File: config.mk
export PLATFORM = sky130hd
export DESIGN_NAME = alu_sin_decoder
export DESIGN_NICKNAME = d
export VERILOG_FILES = /design/src/rtl/alu_sin_decoder.sv
export SDC_FILE = /design/constraint.sdc
export NUM_CORES = 1
export LEC_CHECK = 0
export ABC_AREA = 1
export CORE_UTILIZATION = 53
export CTS_CLUSTER_DIAMETER = 60
export DETAILED_ROUTE_END_ITERATION = 16
export HOLD_SLACK_MARGIN = 0.08
export PLACE_DENSITY = 0.81
export SYNTH_ARGS = -nofsm -noshare
export SYNTH_HDL_FRONTEND = slang
export SYNTH_SLANG_ARGS = --single-unit
File: constraint.sdc
create_clock -name clk -period 5.05 [get_ports clk]
set_input_delay 0.7575 -clock clk [delete_from_list [all_inputs] [get_ports clk]]
set_output_delay 0.7575 -clock clk [all_outputs]
set_load 0.01 [all_outputs]
File: src/rtl/alu_sin_decoder.sv
// Serial request decoder: frames from sin are assembled into {B,A,op} packets,
// checked (count, CRC-4, opcode) and handed to the ALU core through a valid/ready hold.
module alu_sin_decoder (
  input  logic        clk,
  input  logic        rst_n,
  input  logic        sin,
  input  logic        out_ready,
  output logic        out_valid,
  output logic [31:0] a,
  output logic [31:0] b,
  output logic [2:0]  op,
  output logic        err_data,
  output logic        err_crc,
  output logic        err_op,
  output logic        frame_err,
  output logic        overflow
);

  typedef enum logic [1:0] {S_IDLE, S_TYPE, S_PAYLOAD, S_STOP} state_t;

  state_t      r_state;
  logic [2:0]  r_bitcnt;
  logic        r_type;
  logic [7:0]  r_pay;
  logic [63:0] r_data;
  logic [3:0]  r_dcnt;
  logic        r_cmd_done;
  logic [2:0]  r_cmd_op;
  logic [3:0]  r_cmd_crc;

  logic [3:0]  w_crc_exp;
  logic        w_load;

  // CRC-4, x^4+x+1, init 0, message shifted MSB first
  function automatic logic [3:0] crc4(input logic [67:0] msg);
    logic [3:0] c;
    logic       fb;
    c = '0;
    for (int unsigned i = 0; i < 68; i++) begin
      fb = c[3] ^ msg[67 - i];
      c  = {c[2:0], 1'b0} ^ {2'b00, fb, fb};
    end
    return c;
  endfunction

  assign w_crc_exp = crc4({r_data, 1'b1, r_cmd_op});
  assign w_load    = r_cmd_done && (!out_valid || out_ready);

  // Frame FSM and packet assembly
  always_ff @(posedge clk or negedge rst_n) begin
    if (!rst_n) begin
      r_state    <= S_IDLE;
      r_bitcnt   <= '0;
      r_type     <= 1'b0;
      r_pay      <= '0;
      r_data     <= '0;
      r_dcnt     <= '0;
      r_cmd_done <= 1'b0;
      r_cmd_op   <= '0;
      r_cmd_crc  <= '0;
      frame_err  <= 1'b0;
    end else begin
      frame_err  <= 1'b0;
      r_cmd_done <= 1'b0;
      // The packet is evaluated one cycle after the CMD stop bit, so the
      // assembly registers are cleared then rather than at the stop edge.
      if (r_cmd_done) begin
        r_data <= '0;
        r_dcnt <= '0;
      end
      case (r_state)
        S_IDLE: begin
          if (!sin) r_state <= S_TYPE;
        end
        S_TYPE: begin
          r_type   <= sin;
          r_bitcnt <= '0;
          r_state  <= S_PAYLOAD;
        end
        S_PAYLOAD: begin
          r_pay    <= {r_pay[6:0], sin};
          r_bitcnt <= r_bitcnt + 3'd1;
          if (r_bitcnt == 3'd7) r_state <= S_STOP;
        end
        S_STOP: begin
          r_state <= S_IDLE;
          if (!sin) begin
            frame_err <= 1'b1;
            r_data    <= '0;
            r_dcnt    <= '0;
          end else if (r_type) begin
            r_cmd_done <= 1'b1;
            r_cmd_op   <= r_pay[6:4];
            r_cmd_crc  <= r_pay[3:0];
          end else begin
            // Bytes land left-aligned so unreceived trailing bytes stay zero
            for (int unsigned i = 0; i < 8; i++) begin
              if (r_dcnt == 4'(i)) r_data[(7 - i) * 8 +: 8] <= r_pay;
            end
            if (r_dcnt != 4'd9) r_dcnt <= r_dcnt + 4'd1;
          end
        end
        default: r_state <= S_IDLE;
      endcase
    end
  end

  // Result hold towards the ALU core
  always_ff @(posedge clk or negedge rst_n) begin
    if (!rst_n) begin
      out_valid <= 1'b0;
      a         <= '0;
      b         <= '0;
      op        <= '0;
      err_data  <= 1'b0;
      err_crc   <= 1'b0;
      err_op    <= 1'b0;
      overflow  <= 1'b0;
    end else if (w_load) begin
      out_valid <= 1'b1;
      a         <= r_data[31:0];
      b         <= r_data[63:32];
      op        <= r_cmd_op;
      err_data  <= (r_dcnt != 4'd8);
      err_crc   <= (r_dcnt == 4'd8) && (w_crc_exp != r_cmd_crc);
      err_op    <= (r_dcnt == 4'd8) && (w_crc_exp == r_cmd_crc) && r_cmd_op[1];
    end else begin
      if (r_cmd_done) overflow <= 1'b1;
      if (out_valid && out_ready) out_valid <= 1'b0;
    end
  end

endmodule

After elaboration in Yosys (flattened, before gate mapping)
Cells that the tools add are included.

Register bits: 163. Bits of input ports: 4. Output and inout port bits: 73. Word-level logic and storage cells: 214.

Add/subtract/negate cells: 2. Equality and inequality tests: 18. Multiplexer cells: 28. Bitwise logic cells: 134. Reductions and logical operators: 14.

Operators with widths (count): $xor A4 B2 Y4 (66); $mux W64 (4); $mux W8 (8); $xor A1 B1 Y1 (64); $mux W4 (5); $eq A4 B3 Y1 const B (4); $eq A4 B2 Y1 const B (2); $ne A4 B4 Y1 const B (2); $pmux W2 S4 (1); $mux W1 (7); $pmux W3 S2 (1); $logic_and A1 B1 Y1 (5); $add A4 B1 Y4 const B (1); $eq A2 B2 Y1 const B (2); $eq A4 B1 Y1 const B (1); $eq A4 B4 Y1 (1); $eq A4 B4 Y1 const B (1); $logic_not A4 Y1 (1); $mux W2 (2); $ne A2 B2 Y1 const B (2); $ne A4 B4 Y1 (1); $reduce_and A2 Y1 (2); $reduce_bool A2 Y1 (2); $add A3 B1 Y3 const B (1); 9 further kinds (10).

Logic depth before layout (Yosys ltp)
Depth after elaboration: 135. Gate-level depth with buffers: 74. Gate-level depth less buffers: 74.

Least setup slack after synthesis
No wires, ideal clock.

Kind: reg-to-reg. Start: register r_data[62]. End: register err_crc. Library setup time: 0.121 ns. Data arrival time: 5.118 ns. Setup slack: -0.189 ns. Stages on the path, launching flop included: 69. Path buffers: 0. Cells stage by stage: dfrtp_1 inv_2 nand2_1 nand3_1 nand2_2 nand2_2 nand2_2 nand2_1 nand2_1 nand2_2 nand2_4 inv_2 nand2_2 nand2_2 nand2_2 nand2_1 nand2_2 nand2_4 (+33 left out) nor2_2 nand2_1 nand2_1 nand3_2 nand2_2 nand2_1 nand2_1 nand2_1 nand3_1 nand2_1 nand2_2 nand2_2 nand2_1 nand2_1 nand2_1 nand3_1 o21bai_1 nand2_1.

Longest elaborated chain between the ends: 91.

Ends and longest elaborated chain: start: declaration (line 25) `logic [63:0] r_data;`; start signal: indexed assignment (line 98) `if (r_dcnt == 4'(i)) r_data[(7 - i) * 8 +: 8] <= r_pay;`; $xor A3 B2 Y3 * (line 41) `c = {c[2:0], 1'b0} ^ {2'b00, fb, fb};`; $xor A4 B2 Y4 * (2 in series) (line 41); $xor A1 B1 Y1 (line 40) `fb = c[3] ^ msg[67 - i];`; $xor A4 B2 Y4 * (3 in series) (line 41); $xor A1 B1 Y1 (line 40); $xor A4 B2 Y4 * (3 in series) (line 41); $xor A1 B1 Y1 (line 40); $xor A4 B2 Y4 * (3 in series) (line 41); (+64 left out); $xor A1 B1 Y1 (line 40); $xor A4 B2 Y4 * (3 in series) (line 41); $not A1 Y1 (no line); $xor A4 B2 Y4 * (3 in series) (line 41); $xor A1 B1 Y1 (line 40); $xor A4 B2 Y4 * (line 41); $ne A4 B4 Y1 * (line 125) `err_crc <= (r_dcnt == 4'd8) && (w_crc_exp != r_cmd_crc);`; $logic_and A1 B1 Y1 * (line 125); end signal: assignment (line 125); end: declaration (line 13) `output logic err_crc,`.

Mark *: on every way between the ends. The rest lies on a longest branch, timed or not. A chain may end at the register's enable or synchronous reset.

Final worst setup path
Start: register r_data[63]. End: register err_crc.

Longest elaborated chain between the ends: 91.

Ends and longest elaborated chain (line): $xor A3 B2 Y3 * (41); $xor A4 B2 Y4 * (41); $xor A1 B1 Y1 or $xor A4 B2 Y4 (tied branches) (40, 41); $xor A4 B2 Y4 * (3 in series) (41); $xor A1 B1 Y1 or $xor A4 B2 Y4 (tied branches) (40, 41); $xor A4 B2 Y4 * (3 in series) (41); $xor A1 B1 Y1 or $xor A4 B2 Y4 (tied branches) (40, 41); $xor A4 B2 Y4 * (3 in series) (41); (+64 left out); $xor A1 B1 Y1 or $xor A4 B2 Y4 (tied branches) (40, 41); $xor A4 B2 Y4 * (3 in series) (41); $xor A1 B1 Y1 or $xor A4 B2 Y4 (tied branches) (40, 41); $xor A4 B2 Y4 * (4 in series) (41); $xor A1 B1 Y1 or $xor A4 B2 Y4 (tied branches) (40, 41); $xor A4 B2 Y4 * (41); $ne A4 B4 Y1 * (125); $logic_and A1 B1 Y1 * (125).

Marked as above.

==> impl_metrics.toml <==
[layout]
nNetsFinal = 1367
area_growth_syn_to_layout_pct = 29.5
diodes = 0
drive_above_1_share = 0.298
layout.cells.non_filler = 1589

[worst_setup_path]
cpMostUsedCell = "nand2_4"
cpPeakStageDelay_ps = 460
critPathTopFamily = "simple AND/OR/NAND/NOR gates"
cp-end-kind = "register"
worstSetupPathType = "register to register"
crit_buf_inv = 3
cp-start-kind = "register"
r2r_cells = 65
required_ps = 5370
cp_max_fo = 6
cp.depth = 65
cpMaxStageDelayCell = "dfrtp_2"
crit_arrival_ps = 6860

[synthesis]
syn-num-nets = 1278
yosysTopAreaCell = "dfrtp_1"
netlist_instances = 1263
synth.yosys.seq_area_share = 0.431
synth-main-ff-cell = "dfrtp_1"
synth_area_um2 = 9470
yosys-top-cells-area = "dfrtp_1 43%, nand2_1 14%, nand3_1 8.6%"
synth.top_cell.area_share = 0.431
ys_types = 25
yosys_warnings = 0
yosysMostFrequentCell = "nand2_1"
syn_avg_cell_area_um2 = 7.50
ys_ff_latch = 163
synthTopCellsByCount = "365 x nand2_1, 163 x dfrtp_1, 162 x nand3_1"
async_flop_share = 1.00
synth_edf_count = 0

[die]
ios = 77
die_w_um = 136
die-area_um2 = 18400
start_util = 0.545
fp.dieH_um = 136
rows = 48
design.core.area_um2 = 17400

[timing]
hold_viol = 0
finalSetupViolCount = 2
period_needed_ps = 6530
slew_headroom = 0.350
finalClockSkew_ps = 5.85
rsz0062_at_grt = "yes"
setup_ws_ps = -1480
worstMarginPinSlew_ps = 971
period_share = 1.29
fmax_mhz = 153
maxSlewViolCount = 0

[clock_network]
htreeDepth = 4
cts_sinks = 163
numCtsBuffers = 17
root_buffer = "clkbuf_16"
clk_latency_ps = 440
clk_path_buf_depth = 2
cts_tree = "yes"
clkTransAtPathRegs_ps = 60

[detailed_routing]
first_pass_iters = 5
first_iter_violations = 753
ant_nets = 0
wl_per_cell_um = 16.0
num_vias = 9029
routed_wl_um = 25400
via_per_inst = 5.68
drc = 0

[global_routing]
track_usage = 0.265
grt_max_degree = 100
antenna_found_initial = 0
grt_pass1_wl_um = 38500
grt_pass1_vias = 8196
overflow = 0

[placement]
gp_congestion = 0.924
io_buffer_count = 76
dp_hpwl_um = 15500
dp_slack_ps = -1030
dp_cells = 1552

[status]
status = "finished, violations left"
violations = "negative setup slack"

[min_path]
hold_class = "primary input to async pin"

[run]
max_cap_viol_count = 0
## path summary, 6_finish.rpt
| kind | start | slack, ps | endpoint |
|---|---|---|---|
| setup / recovery | r_data[63] | -1480 | err_crc |
| hold / removal | rst_n | 410 | b[3] |
| setup reg to reg | r_data[63] | -1480 | err_crc |
| hold reg to reg | a[21] | 480 | a[21] |
| max in group asynchronous | rst_n | 3610 | r_data[2] |
| min in group clk | a[21] | 480 | a[21] |
## state kept, by name (all words and copies together), names as in the netlist
signal	cells
err_op	1
r_cmd_done	1
frame_err	1
err_crc	1
b	32
a	32
r_cmd_crc	4
r_cmd_op	3
r_pay	8
r_type	1
r_data	64
overflow	1
r_dcnt	4
r_bitcnt	3
out_valid	1
err_data	1
op	3
r_state	2
## layer usage
layer	routed length, um	vias to the layer above	global-route usage
met5	0	-	0
met1	10300	4320	0.339
met3	1170	70	0.0408
met2	13100	304	0.445
li1	-	4335	-
met4	771	0	0.111
## cells in the final DEF (no fill, tap or decap), drive strengths merged
| cell type | count |
|---|---|
| clkinv | 14 |
| nand2 | 466 |
| bufinv | 1 |
| clkinvlp | 4 |
| o2111ai | 1 |
| o22ai | 1 |
| o21ai | 90 |
| o21bai | 2 |
| ha | 11 |
| dfrtp | 163 |
| inv | 131 |
| xnor2 | 2 |
| clkbuf | 22 |
| a21oi | 71 |
| buf | 35 |
| clkdlybuf4s50 | 75 |
| nor2 | 24 |
| a211oi | 65 |
| xor2 | 1 |
| nand4 | 1 |
| nand3 | 180 |
| nor3 | 4 |
## worst register-to-register path: cells and delay by family (launching register included)
kind | cells | cell delay [ps]
AO/OA/AOI/OAI | 1 | 150
AND/OR/NAND/NOR | 61 | 5510
buffers and inverters | 3 | 290
flip-flops | 1 | 460
## cells by family after synthesis
logic type,share of synthesized area
buf+inv,0.0718
fa+ha+maj,0.0145
flops,0.431
xor+xnor,0.00278
simple gates,0.340
compound gates,0.140
## stage by stage
| step | TNS [ps] | utilization | hold WS, ps | area (um2) |
|---|---|---|---|---|
| after floorplan | -321 | - | 447 | 9500 |
| after global placement | -1570 | 0.612 | 467 | 10600 |
| after detailed placement | -2030 | 0.612 | 473 | 10600 |
| after CTS | -1840 | 0.660 | 476 | 11500 |
| after global routing | -3850 | 0.706 | 501 | 12300 |
| final | -2910 | 0.706 | 409 | 12300 |
## final cells by class
type | instances | area (um2)
flip-flops and latches | 163 | 4090
fillers | 1297 | 5100
clock buffers | 22 | 454
inverters | 141 | 549
well taps | 225 | 282
multi-input cells | 919 | 5790
repair buffers | 110 | 1020
clock inverters | 9 | 83.8
## repair_timing
item	CTS	global route
endpoints found under the setup margin	2	2
cloned	0	0
hold buffers	0	0
pin swaps	18	65
gates resized for setup	85	190
buffers inserted	2	4
Power is left out: the tool's default activity adds up to more than one toggle a clock period on the data nets, which glitch-free logic cannot reach.
